File: src/rtl/rf_line_assembler_if.sv
// rtl/rf_line_assembler_if.sv - channel sample input and summed-sample output stream bundle
interface rf_line_assembler_if;
  logic [11:0] Data_A;
  logic [11:0] Data_B;
  logic [11:0] Data_C;
  logic [11:0] Data_D;
  logic [11:0] Data_E;
  logic [11:0] Data_F;
  logic [11:0] Data_G;
  logic [11:0] Data_H;
  logic        in_valid;
  logic [14:0] out_data;
  logic        out_last;
  logic        out_valid;
  logic        out_ready;

  // Source of channel samples and sink of the summed stream
  modport master (
    output Data_A, Data_B, Data_C, Data_D, Data_E, Data_F, Data_G, Data_H,
    output in_valid, out_ready,
    input  out_data, out_last, out_valid
  );

  // The line assembler itself
  modport slave (
    input  Data_A, Data_B, Data_C, Data_D, Data_E, Data_F, Data_G, Data_H,
    input  in_valid, out_ready,
    output out_data, out_last, out_valid
  );
endinterface

File: src/rtl/rf_line_assembler.sv
// rtl/rf_line_assembler.sv - triggered line capture, 8-channel sum pipeline and show-ahead output FIFO
module rf_line_assembler #(
  parameter int LINE_LEN   = 512,
  parameter int FIFO_DEPTH = 16
) (
  input  logic                 clk,
  input  logic                 reset,
  rf_line_assembler_if.slave   bus,
  input  logic                 trigger,
  output logic                 busy,
  output logic                 overflow,
  output logic [15:0]          line_count
);

  localparam int          AW       = $clog2(FIFO_DEPTH);
  localparam logic [15:0] LAST_IDX = 16'(LINE_LEN - 1);

  typedef enum logic [1:0] {IDLE, CAPTURE, FLUSH} state_t;

  state_t      state;
  state_t      state_next;
  logic [15:0] sample_cnt;
  logic        accept;
  logic        at_last;
  logic        flush_done;

  logic        s1_valid;
  logic        s1_last;
  logic [13:0] s1_abcd;
  logic [13:0] s1_efgh;
  logic        s2_valid;
  logic        s2_last;
  logic [14:0] s2_sum;

  logic [15:0] mem [FIFO_DEPTH];
  logic [AW:0] wr_ptr;
  logic [AW:0] rd_ptr;
  logic [AW:0] fill;
  logic        fifo_empty;
  logic        fifo_full;
  logic        push;
  logic        pop;
  logic        drop;
  logic [15:0] head;

  assign at_last = (sample_cnt == LAST_IDX);

  // State register
  always_ff @(posedge clk) begin
    if (reset) state <= IDLE;
    else       state <= state_next;
  end

  // Next-state: a trigger only counts in IDLE, capture ends on the last accepted sample
  always_comb begin
    state_next = state;
    case (state)
      IDLE:    if (trigger)            state_next = CAPTURE;
      CAPTURE: if (accept && at_last)  state_next = FLUSH;
      FLUSH:   if (flush_done)         state_next = IDLE;
      default:                         state_next = IDLE;
    endcase
  end

  // FSM outputs: accepted sample strobe, busy, and end-of-flush condition
  always_comb begin
    busy       = (state != IDLE);
    accept     = (state == CAPTURE) && bus.in_valid;
    flush_done = (state == FLUSH) && !s1_valid && !s2_valid && fifo_empty;
  end

  // Sample counter counts every accepted sample, dropped or not
  always_ff @(posedge clk) begin
    if (reset)                        sample_cnt <= '0;
    else if (state == IDLE && trigger) sample_cnt <= '0;
    else if (accept)                  sample_cnt <= sample_cnt + 16'd1;
  end

  // Completed-line counter, wraps naturally at 16 bits
  always_ff @(posedge clk) begin
    if (reset)           line_count <= '0;
    else if (flush_done) line_count <= line_count + 16'd1;
  end

  // Stage 1: two 4-channel partial sums plus the end-of-line tag
  always_ff @(posedge clk) begin
    if (reset) begin
      s1_valid <= 1'b0;
      s1_last  <= 1'b0;
      s1_abcd  <= '0;
      s1_efgh  <= '0;
    end else begin
      s1_valid <= accept;
      if (accept) begin
        s1_last <= at_last;
        s1_abcd <= 14'(bus.Data_A) + 14'(bus.Data_B) + 14'(bus.Data_C) + 14'(bus.Data_D);
        s1_efgh <= 14'(bus.Data_E) + 14'(bus.Data_F) + 14'(bus.Data_G) + 14'(bus.Data_H);
      end
    end
  end

  // Stage 2: full 15-bit sum, wide enough for 8 x 4095
  always_ff @(posedge clk) begin
    if (reset) begin
      s2_valid <= 1'b0;
      s2_last  <= 1'b0;
      s2_sum   <= '0;
    end else begin
      s2_valid <= s1_valid;
      if (s1_valid) begin
        s2_last <= s1_last;
        s2_sum  <= 15'(s1_abcd) + 15'(s1_efgh);
      end
    end
  end

  // FIFO occupancy; a concurrent pop frees the slot so a write into a full FIFO is not a drop
  assign fill       = wr_ptr - rd_ptr;
  assign fifo_empty = (fill == '0);
  assign fifo_full  = fill[AW];
  assign pop        = !fifo_empty && bus.out_ready;
  assign push       = s2_valid && (!fifo_full || pop);
  assign drop       = s2_valid && fifo_full && !pop;

  // FIFO pointers
  always_ff @(posedge clk) begin
    if (reset) begin
      wr_ptr <= '0;
      rd_ptr <= '0;
    end else begin
      if (push) wr_ptr <= wr_ptr + 1'b1;
      if (pop)  rd_ptr <= rd_ptr + 1'b1;
    end
  end

  // FIFO storage, entries are {last, sum}
  always_ff @(posedge clk) begin
    if (push) mem[wr_ptr[AW-1:0]] <= {s2_last, s2_sum};
  end

  // Sticky overflow flag
  always_ff @(posedge clk) begin
    if (reset)     overflow <= 1'b0;
    else if (drop) overflow <= 1'b1;
  end

  // Show-ahead head; outputs forced to zero when empty
  assign head          = mem[rd_ptr[AW-1:0]];
  assign bus.out_valid = !fifo_empty;
  assign bus.out_data  = fifo_empty ? 15'd0 : head[14:0];
  assign bus.out_last  = !fifo_empty && head[15];

endmodule

File: src/flat_wrapper.sv
// flat-port wrapper written by rule: the top's interface ports become plain ports
module rf_line_assembler_flat 
#(
  parameter int LINE_LEN   = 512,
  parameter int FIFO_DEPTH = 16
)
  (clk, reset, trigger, busy, overflow, line_count, bus_Data_A, bus_Data_B, bus_Data_C, bus_Data_D, bus_Data_E, bus_Data_F, bus_Data_G, bus_Data_H, bus_in_valid, bus_out_ready, bus_out_data, bus_out_last, bus_out_valid);
  rf_line_assembler_if bus_i ();
  input  logic clk;
  input  logic reset;
  input  logic trigger;
  output logic busy;
  output logic overflow;
  output logic [15:0] line_count;
  input wire logic [$bits(bus_i.Data_A)-1:0] bus_Data_A;
  input wire logic [$bits(bus_i.Data_B)-1:0] bus_Data_B;
  input wire logic [$bits(bus_i.Data_C)-1:0] bus_Data_C;
  input wire logic [$bits(bus_i.Data_D)-1:0] bus_Data_D;
  input wire logic [$bits(bus_i.Data_E)-1:0] bus_Data_E;
  input wire logic [$bits(bus_i.Data_F)-1:0] bus_Data_F;
  input wire logic [$bits(bus_i.Data_G)-1:0] bus_Data_G;
  input wire logic [$bits(bus_i.Data_H)-1:0] bus_Data_H;
  input wire logic [$bits(bus_i.in_valid)-1:0] bus_in_valid;
  input wire logic [$bits(bus_i.out_ready)-1:0] bus_out_ready;
  output wire logic [$bits(bus_i.out_data)-1:0] bus_out_data;
  output wire logic [$bits(bus_i.out_last)-1:0] bus_out_last;
  output wire logic [$bits(bus_i.out_valid)-1:0] bus_out_valid;
  assign bus_i.Data_A = bus_Data_A;
  assign bus_i.Data_B = bus_Data_B;
  assign bus_i.Data_C = bus_Data_C;
  assign bus_i.Data_D = bus_Data_D;
  assign bus_i.Data_E = bus_Data_E;
  assign bus_i.Data_F = bus_Data_F;
  assign bus_i.Data_G = bus_Data_G;
  assign bus_i.Data_H = bus_Data_H;
  assign bus_i.in_valid = bus_in_valid;
  assign bus_i.out_ready = bus_out_ready;
  assign bus_out_data = bus_i.out_data;
  assign bus_out_last = bus_i.out_last;
  assign bus_out_valid = bus_i.out_valid;
  rf_line_assembler #(.LINE_LEN(LINE_LEN), .FIFO_DEPTH(FIFO_DEPTH)) u_core (.clk(clk), .reset(reset), .bus(bus_i), .trigger(trigger), .busy(busy), .overflow(overflow), .line_count(line_count));
endmodule
File: config.mk
export PLATFORM = sky130hd
export DESIGN_NAME = rf_line_assembler_flat
export DESIGN_NICKNAME = d
export VERILOG_FILES = /design/src/rtl/rf_line_assembler_if.sv /design/src/rtl/rf_line_assembler.sv /design/src/flat_wrapper.sv
export SDC_FILE = /design/constraint.sdc
export NUM_CORES = 1
export LEC_CHECK = 0
export BUFFER_PORTS_ARGS = -buffer_cell sky130_fd_sc_hd__buf_2
export CAP_MARGIN = 30
export CORE_ASPECT_RATIO = 1.4
export CORE_MARGIN = 1
export CORE_UTILIZATION = 54
export DETAILED_ROUTE_END_ITERATION = 7
export PLACE_DENSITY = 0.73
export SLEW_MARGIN = 5
export SYNTH_ARGS = -nofsm -noshare
export SYNTH_HDL_FRONTEND = slang
export SYNTH_SLANG_ARGS = --single-unit
export TNS_END_PERCENT = 1
File: constraint.sdc
create_clock -name clk -period 12.2 [get_ports clk]
set_input_delay 2.44 -clock clk [delete_from_list [all_inputs] [get_ports clk]]
set_output_delay 2.44 -clock clk [all_outputs]
set_load 0.02 [all_outputs]
==> results of run 1 <==
[power by group through the flow]
stage               logic, mW  registers (mW)  clock network, mW
floorplan               0.566            1.33                  0
global placement        0.708            1.35                  0
detailed placement      0.722            1.35                  0
CTS                     0.726            1.33              0.987
global route            0.798            1.33               1.03
finish                  0.718            1.33              0.976
[metrics by stage]
stage | instance area, µm² | util [%]
6_report | 19500 | 63.0
5_1_grt | 19500 | 63.0
4_1_cts | 19500 | 62.9
3_5_place_dp | 18500 | 59.6
3_3_place_gp | 18200 | 58.6
2_1_floorplan | 17100 | -
[per-layer routing]
metal,GRT usage (%),vias to the layer above,wire (µm),part of all wire [%]
li1,-,5073,-,-
met5,0,-,0,0
met1,25.9,5317,13900,39
met2,43.5,293,19300,54
met3,2.10,60,1370,3.9
met4,7.49,0,894,2.5
[worst max-delay path by stage]
stage	startpoint	to	slack, ps	depth (start not counted)
2_1_floorplan	bus_Data_B[0]	u_core.s1_abcd[13]$_SDFFE_PP0P_	6250	17
3_3_place_gp	bus_Data_B[0]	u_core.s1_abcd[13]$_SDFFE_PP0P_	5800	18
3_5_place_dp	bus_Data_B[0]	u_core.s1_abcd[13]$_SDFFE_PP0P_	5700	18
4_1_cts	register	bus_out_last	6160	5
5_1_grt	bus_Data_B[0]	u_core.s1_abcd[13]$_SDFFE_PP0P_	5840	18
6_report	bus_Data_B[0]	u_core.s1_abcd[13]$_SDFFE_PP0P_	6250	18
[layout make-up]
class,instances,area share (%)
Tap cell,390,2.50
Clock buffer,40,4.47
Timing Repair Buffer,159,5.52
Clock inverter,17,0.769
Multi-Input combinational cell,773,35.3
Sequential cell,352,49.2
Inverter,118,2.27
[cells by family (layout without fill, tap and decap cells)]
kind of cell             count (synthesis)  in the layout  synth area share [%]
flip-flops                             352            352                  56.2
AND/OR/NAND/NOR                        318            318                  9.40
AO/OA/AOI/OAI                          193            193                  7.25
buffers and inverters                  161            334                  3.68
adder cells (fa/ha/maj)                102            102                  8.73
multiplexers                            90             90                  11.1
XOR/XNOR                                70             70                  3.67
[Yosys cell counts, drive strengths merged, types with 4 or more instances]
cell / count / share of area [%]
clkbuf: 26 / 0.57
o211ai: 6 / 0.26
nor2: 88 / 1.9
nand2: 67 / 1.5
nand4: 22 / 0.80
nor2b: 25 / 0.91
mux4: 80 / 11
a21oi: 60 / 1.8
a211oi: 16 / 0.76
mux2i: 10 / 0.58
o311ai: 4 / 0.20
nor3: 18 / 0.53
o31ai: 6 / 0.26
nand3: 19 / 0.56
fa: 29 / 3.4
and3: 28 / 1.1
buf: 17 / 0.52
a31oi: 5 / 0.18
edfxtp: 256 / 45
ha: 73 / 5.3
dfxtp: 96 / 11
inv: 118 / 2.6
or3: 7 / 0.26
a2111oi: 4 / 0.20
xor2: 46 / 2.4
o21ai: 39 / 1.1
and4: 7 / 0.36
xnor2: 23 / 1.2
nor4: 5 / 0.18
a21o: 18 / 0.79
o21a: 11 / 0.48
o21bai: 4 / 0.18
and2: 5 / 0.18
nand2b: 11 / 0.40
[registers in the layout, summed over array words and instances, names as in the netlist, 2 cells and up, named ones only]
name / flops
u_core.mem: 256
u_core.line_count: 16
u_core.s1_efgh: 14
u_core.s1_abcd: 14
u_core.sample_cnt: 16
u_core.s2_sum: 15
u_core.wr_ptr: 5
u_core.rd_ptr: 5
u_core.state: 2
[critical path, cell delays in order]
cell and delay, ps:
buf_2 100, ha_1 230, fa_1 420, a21oi_1 150, nor2b_1 80, nor3_1 210, o31ai_1 180, nor2_1 140
xor2_1 90, fa_1 480, inv_1 40, ha_1 330, and4_1 160, a211oi_1 180, a21boi_0 310, o21ai_0 200
a2111oi_0 520, nor4_1 110
==> run_results.csv, run 1 <==
group,metric,value,unit
placement,gp_congestion,0.796,
floorplanning,die_x,152,µm
layout,seqCellArea,0.00961,mm²
layout,fill_cells,2331,
cts,cts_setup_buffers,0,
detailed_routing,routed_wl,35400,µm
sta,finClkSkew,10.3,ps
floorplanning,ios,136,
global_routing,gr-usage-all-layers,22.4,%
global_routing,grt_max_degree,77,
cts,cts.path.max_buffers,3,
logic_synthesis,synth_cells,1286,
layout,syn_to_final_growth,14.1,%
sta,hold_viol,0,
layout,drive_gt1_share,20.6,%
detailed_routing,antenna_left,0,
power,internal-power,2.16,mW
sta,fin_tns_setup,0,ps
status,status,"finished clean",
sta,fin_crit_sh,48.7,%
detailed_routing,wire_per_inst,19.2,µm
detailed_routing,vias_per_cell,5.81,
power,switching_share,28.3,%
min_path,hold_end,"u_core.s1_abcd[0]$_SDFFE_PP0P_",
cts,cts.repair.resized,0,
worst_setup_path,r2r_end,"u_core.mem[9][15]$_DFFE_PP_",
cts,cts_root_buf,"clkbuf_16",
sta,tightest_slew,1030,ps
cts,htreeDepth,1,
sta,drv_slew,0,
placement,dp_hpwl,23200,µm
min_path,hold_path_depth,2,
detailed_routing,drt_pre_antenna_iters,7,
placement,io_buffers,135,
power,ir_drop,0.108,mV
floorplanning,initial_core_util,55.2,%
detailed_routing,drcViolationCount,0,
sta,setup_violations,0,
run,maxCapViolations,0,
worst_setup_path,cp_max_fo,5,
power,clockPowerShare,32.3,%
layout,fin_nets,1638,
worst_setup_path,cp.arrival,6360,ps
worst_setup_path,r2r_cells,5,
logic_synthesis,synth-seq-cells,352,
floorplanning,core_area,0.0310,mm²
worst_setup_path,worstPathRequired,12610,ps
power,power_density,155,mW/mm²
worst_setup_path,r2r_slack,8810,ps
logic_synthesis,yosysWarnings,0,
global_routing,grt_overflow,0,
cts,cts_sinks,352,
power,p_sw,856,µW
detailed_routing,drtIter0Drc,646,
logic_synthesis,synth-edff-count,256,
min_path,hp-start,"u_core.s1_abcd[0]$_SDFFE_PP0P_",
worst_setup_path,r2r-start,"u_core.wr_ptr[2]$_SDFFE_PP0P_",
logic_synthesis,ys_async_sr_fraction,0,%
layout,final_cell_mix,"edfxtp_1, buf_2, inv_1",
logic_synthesis,synth_area,0.0171,mm²
sta,relSlewSlack,31.4,%
sta,fin_hold_ws,461,ps
worst_setup_path,start_kind,"primary input",
floorplanning,dieArea,0.0324,mm²
worst_setup_path,end_kind,"register",
cts,cts_buffers,31,
global_routing,grt_pass1_wl,56200,µm
layout,final_common_cell,"edfxtp_1",
sta,fin_ws,6250,ps
power,power.leakage,7.46,nW
floorplanning,dieHeight,213,µm
cts,clock_latency,560,ps
floorplanning,num_rows,76,
placement,pre_cts_ws,5700,ps
power,fin_total_pwr,3.02,mW
cts,cts_tree,"yes",
min_path,hold_path.class,"register to register",
layout,multi_input_area,0.00689,mm²
sta,period_needed,5950,ps
layout,final_cells,1849,
cts,clk_pin_slew,70,ps
logic_synthesis,synth_area_per_cell,13.3,µm²
layout,diodes,0,
logic_synthesis,synth-seq-area-share,56.2,%
global_routing,grt_pass1_vias,10900,
detailed_routing,vias,10700,
sta,rsz0062_at_grt,"false",
sta,max_freq,168,MHz
logic_synthesis,synth-main-ff-cell,"edfxtp_1",
worst_setup_path,path_class,"primary input to register",
power,power.combinational.fraction,23.8,%
logic_synthesis,syn_nets,1489,
power,p_seq_share,43.9,%
cts,postCtsHoldBufs,0,
placement,placed_cells,1789,
logic_synthesis,yosysUniqueCellTypes,62,
global_routing,antenna_found_initial,0,
Power figures use the tool's default switching activity.
==> run 2, diff against run 1 <==
==> constraint.sdc (replaced) <==
create_clock -name clk -period 5.5 [get_ports clk]
set_input_delay 1.1 -clock clk [delete_from_list [all_inputs] [get_ports clk]]
set_output_delay 1.1 -clock clk [all_outputs]
set_load 0.02 [all_outputs]
==> run_results.csv, run 2 (synthesis gave the netlist of run 1 again) <==
group,metric,value,unit
sta,hold_viol,0,
sta,relSlewSlack,33.1,%
cts,cts_buffers,31,
layout,drive_gt1_share,20.8,%
cts,cts_sinks,352,
min_path,hold_path.class,"register to register",
sta,drv_slew,0,
worst_setup_path,start_kind,"primary input",
floorplanning,dieHeight,213,µm
detailed_routing,wire_per_inst,19.2,µm
cts,cts_setup_buffers,0,
floorplanning,die_x,152,µm
placement,placed_cell_area,0.0185,mm²
global_routing,grt_pass1_wl,56800,µm
floorplanning,core_area,0.0310,mm²
sta,max_freq,219,MHz
layout,fill_cells,2367,
worst_setup_path,cp_max_fo,5,
cts,cts.path.max_buffers,3,
cts,clock_latency,570,ps
sta,fin_tns_setup,0,ps
layout,final_common_cell,"edfxtp_1",
cts,clk_pin_slew,70,ps
sta,rsz0062_at_grt,"false",
worst_setup_path,cp.arrival,5010,ps
status,status,"finished clean",
cts,cts_tree,"yes",
layout,diodes,0,
sta,finClkSkew,19.9,ps
layout,largest_reg_flops,256,
worst_setup_path,path_class,"primary input to register",
cts,cts_root_buf,"clkbuf_16",
detailed_routing,vias_per_cell,5.78,
power,power_density,343,mW/mm²
sta,fin_crit_sh,83.0,%
global_routing,gr-usage-all-layers,22.7,%
detailed_routing,routed_wl,35500,µm
global_routing,grt_max_degree,42,
placement,io_buffers,135,
layout,final_cell_mix,"edfxtp_1, buf_2, inv_1",
cts,htreeDepth,1,
placement,dp_hpwl,23900,µm
layout,design_area,0.0195,mm²
floorplanning,ios,136,
floorplanning,num_rows,76,
global_routing,grt_overflow,0,
global_routing,grt_pass1_vias,10800,
layout,syn_to_final_growth,14.2,%
sta,setup_violations,0,
global_routing,antenna_found_initial,0,
worst_setup_path,worstPathRequired,5940,ps
worst_setup_path,r2r_slack,2110,ps
cts,cts.repair.resized,0,
cts,postCtsHoldBufs,0,
detailed_routing,vias,10700,
detailed_routing,antenna_left,0,
detailed_routing,drcViolationCount,0,
floorplanning,dieArea,0.0324,mm²
sta,period_needed,4560,ps
run,maxCapViolations,0,
detailed_routing,drt_pre_antenna_iters,7,
power,fin_total_pwr,6.70,mW
placement,gp_congestion,0.811,
detailed_routing,drtIter0Drc,660,
layout,fin_nets,1637,
floorplanning,initial_core_util,55.2,%
layout,final_core_util,63.0,%
power,ir_drop,0.239,mV
sta,tightest_slew,1000,ps
power,power.leakage,7.48,nW
worst_setup_path,end_kind,"register",
-- run 2: cell type report --
| cell class | instances | area, µm² | area share, % |
|---|---|---|---|
| Sequential cell | 352 | 9610 | 49.2 |
| Inverter | 118 | 443 | 2.27 |
| Clock inverter | 21 | 166 | 0.852 |
| Clock buffer | 37 | 850 | 4.35 |
| Timing Repair Buffer | 158 | 1090 | 5.58 |
| Tap cell | 390 | 488 | 2.50 |
| Multi-Input combinational cell | 773 | 6890 | 35.2 |
-- run 2: worst max-delay path, cell delays in order --
cell,delay (ps)
buf_2,100
ha_1,230
fa_1,420
a21oi_1,150
nor2b_1,70
nor3_1,240
o31ai_1,190
nor2_1,140
xor2_1,90
fa_1,480
inv_1,40
ha_1,330
and4_1,170
a211oi_1,180
a21boi_0,330
o21ai_0,210
a2111oi_0,440
nor4_1,100
-- run 2: layer usage --
| layer | wire, µm | GRT usage (%) | vias to the layer above |
|---|---|---|---|
| met5 | 0 | 0 | - |
| met4 | 908 | 7.42 | 0 |
| met3 | 1470 | 2.55 | 55 |
| met2 | 19200 | 43.1 | 259 |
| met1 | 14000 | 26.8 | 5304 |
| li1 | - | - | 5071 |
-- run 2: power breakdown --
part / leakage, nW / total (mW) / switching, mW / internal (mW)
Combinational: 3.85 / 1.58 / 0.852 / 0.725
Clock: 0.509 / 2.14 / 0.943 / 1.20
Sequential: 3.12 / 2.98 / 0.104 / 2.87
Total: 7.48 / 6.70 / 1.90 / 4.80
-- run 2: final timing paths --
check                                 startpoint  cells past startpoint                               to
setup reg to reg   u_core.wr_ptr[2]$_SDFFE_PP0P_                      5       u_core.mem[8][1]$_DFFE_PP_
setup / recovery                   bus_Data_B[0]                     18  u_core.s1_abcd[13]$_SDFFE_PP0P_
hold / removal    u_core.s1_abcd[6]$_SDFFE_PP0P_                      2   u_core.s1_abcd[6]$_SDFFE_PP0P_
hold reg to reg   u_core.s1_abcd[6]$_SDFFE_PP0P_                      2   u_core.s1_abcd[6]$_SDFFE_PP0P_
-- run 2: through the flow --
step / instances / hold slack (ps) / setup slack (ps)
6_report: 1849 / 456 / 938
5_1_grt: 1849 / 484 / 610
4_1_cts: 1846 / 458 / 959
3_5_place_dp: 1788 / 450 / 349
3_3_place_gp: 1776 / 446 / 452
2_1_floorplan: 1286 / 436 / 891
==> run 3, diff against run 2 <==
--- a/config.mk
+++ b/config.mk
@@ -11,7 +11,7 @@
 export CORE_MARGIN = 1
 export CORE_UTILIZATION = 54
 export DETAILED_ROUTE_END_ITERATION = 7
-export PLACE_DENSITY = 0.73
+export PLACE_DENSITY = 0.76
 export SLEW_MARGIN = 5
 export SYNTH_ARGS = -nofsm -noshare
 export SYNTH_HDL_FRONTEND = slang
==> constraint.sdc (replaced) <==
create_clock -name clk -period 4 [get_ports clk]
set_input_delay 0.8 -clock clk [delete_from_list [all_inputs] [get_ports clk]]
set_output_delay 0.8 -clock clk [all_outputs]
set_load 0.02 [all_outputs]
==> run_results.csv, run 3 (synthesis gave the netlist of run 1 again) <==
group,metric,value,unit
status,status,"finished, violations left",
status,violations,"design-rule violations",
detailed_routing,drt_pre_antenna_iters,8,
sta,fin_crit_sh,94.8,%
power,p_seq_share,42.8,%
detailed_routing,wl_met2,20900,µm
floorplanning,initial_core_util,55.2,%
power,power.combinational.fraction,26.4,%
power,fin_total_pwr,9.47,mW
power,ir_drop,0.296,mV
detailed_routing,vias,10900,
cts,cts_buffers,31,
power,power.leakage,7.69,nW
min_path,hp-start,"u_core.s1_abcd[9]$_SDFFE_PP0P_",
placement,io_buffers,135,
floorplanning,ios,136,
power,clockPowerShare,30.8,%
worst_setup_path,cp.arrival,4210,ps
sta,setup_violations,0,
floorplanning,die_x,152,µm
worst_setup_path,path_class,"primary input to register",
sta,period_needed,3790,ps
layout,fill_cells,2306,
detailed_routing,wire_per_inst,19.7,µm
placement,dp_hpwl,24900,µm
power,internal-power,6.83,mW
layout,syn_to_final_growth,16.3,%
global_routing,gr-usage-all-layers,23.7,%
layout,fin_nets,1700,
floorplanning,dieArea,0.0324,mm²
sta,relSlewSlack,43.5,%
cts,cts_root_buf,"clkbuf_16",
sta,max_freq,264,MHz
detailed_routing,routed_wl,37700,µm
sta,rsz0062_at_grt,"false",
cts,cts_setup_buffers,0,
run,maxCapViolations,0,
worst_setup_path,cp_max_fo,3,
worst_setup_path,end_kind,"register",
detailed_routing,top_layer_used,"met4",
layout,largest_reg_flops,256,
cts,cts_tree,"yes",
cts,cts.path.max_buffers,3,
worst_setup_path,r2r_slack,1070,ps
sta,finClkSkew,13.4,ps
global_routing,grt_pass1_wl,58900,µm
floorplanning,dieHeight,213,µm
worst_setup_path,r2r_end,"u_core.mem[8][15]$_DFFE_PP_",
cts,cts_sinks,352,
worst_setup_path,critPathLaunch,"bus_Data_F[0]",
detailed_routing,met1_length,14200,µm
floorplanning,core_area,0.0310,mm²
detailed_routing,vias_per_cell,5.73,
cts,htreeDepth,1,
layout,diodes,0,
cts,postCtsHoldBufs,0,
layout,final_common_cell,"edfxtp_1",
worst_setup_path,r2r-start,"u_core.wr_ptr[2]$_SDFFE_PP0P_",
placement,gp_congestion,0.888,
global_routing,grt_pass1_vias,11200,
worst_setup_path,worstPathRequired,4410,ps
global_routing,grt_overflow,0,
min_path,hold_path.class,"register to register",
detailed_routing,wl_met3,1640,µm
global_routing,antenna_found_initial,0,
power,power_density,476,mW/mm²
sta,drv_slew,0,
sta,hold_viol,0,
layout,drive_gt1_share,24.7,%
detailed_routing,antenna_left,0,
sta,fin_hold_ws,457,ps
worst_setup_path,cp-endpoint,"u_core.s1_efgh[13]$_SDFFE_PP0P_",
power,p_sw,2.64,mW
detailed_routing,drtIter0Drc,688,
cts,clock_latency,540,ps
global_routing,grt_max_degree,53,
layout,final_cell_mix,"edfxtp_1, buf_2, inv_1",
cts,clk_pin_slew,60,ps
floorplanning,num_rows,76,
sta,tightest_slew,846,ps
worst_setup_path,start_kind,"primary input",
power,switching_share,27.9,%
worst_setup_path,r2r_cells,7,
detailed_routing,drcViolationCount,1,
## run 3: cell count changes in the layout (fill, tap and decap cells not counted), sizes merged
cell / before / now
clkbuf: 37 / 44
clkinv: 15 / 6
inv: 120 / 121
clkinvlp: 2 / 1
buf: 158 / 221
## run 3: worst min-delay path by stage
stage                                           endpoint  slack [ps]  cells past startpoint
final                     u_core.s1_abcd[9]$_SDFFE_PP0P_         460                      2
after global routing      u_core.s1_efgh[8]$_SDFFE_PP0P_         480                      2
after global placement    u_core.s1_abcd[9]$_SDFFE_PP0P_         440                      2
after detailed placement  u_core.s1_abcd[9]$_SDFFE_PP0P_         450                      2
after CTS                 u_core.s1_abcd[9]$_SDFFE_PP0P_         460                      2
after floorplan           u_core.s1_abcd[5]$_SDFFE_PP0P_         440                      2
## run 3: metal layers
metal	GRT usage, %	vias to the layer above
met2	46.8	308
li1	-	5182
met1	26.5	5385
met5	0	-
met3	2.47	70
met4	7.56	0
## run 3: through the flow
step                      std cells  setup TNS, ps  setup WS [ps]  instance area, µm²  utilization [%]
final                          1910              0            208               19900             64.2
after global routing           1910              0           9.27               19900             64.2
after CTS                      1910              0            185               19900             64.2
after detailed placement       1854          -2510           -388               18900             61.0
after global placement         1853          -1870           -313               18900             60.9
after floorplan                1286          -48.6          -27.7               17200                -
## run 3: final cells by class
cell class / instances / area (µm²) / area share [%]
timing repair buffer: 221 / 1350 / 6.77
inverter: 118 / 443 / 2.23
multi-input combinational: 773 / 7010 / 35.2
clock inverter: 12 / 111 / 0.560
sequential: 352 / 9610 / 48.3
tap: 390 / 488 / 2.45
clock buffer: 44 / 886 / 4.45
## run 3: timing repair
item	CTS	global route
endpoints found under the setup margin	0	2
gates resized for setup	0	1
hold endpoints to repair	0	0
## run 3: power by group through the flow
| stage | clock network [mW] | logic (mW) | registers (mW) |
|---|---|---|---|
| after floorplan | 0 | 1.78 | 4.06 |
| after global placement | 0 | 2.45 | 4.13 |
| after detailed placement | 0 | 2.51 | 4.13 |
| after CTS | 2.93 | 2.53 | 4.05 |
| after global routing | 3.08 | 2.77 | 4.06 |
| final | 2.91 | 2.50 | 4.06 |
## run 3: critical path, stage by stage
cell and delay (ps):
buf_2 110, ha_4 150, inv_2 50, fa_2 190, nor2b_1 50, o31a_1 290, o211ai_1 190, nand2_1 120
a221oi_2 300, xor2_1 230, fa_1 460, inv_2 80, ha_4 190, and3_4 150, and3_4 170, o211ai_1 140
nand3_1 130, a2111oi_2 300, nor4_1 90
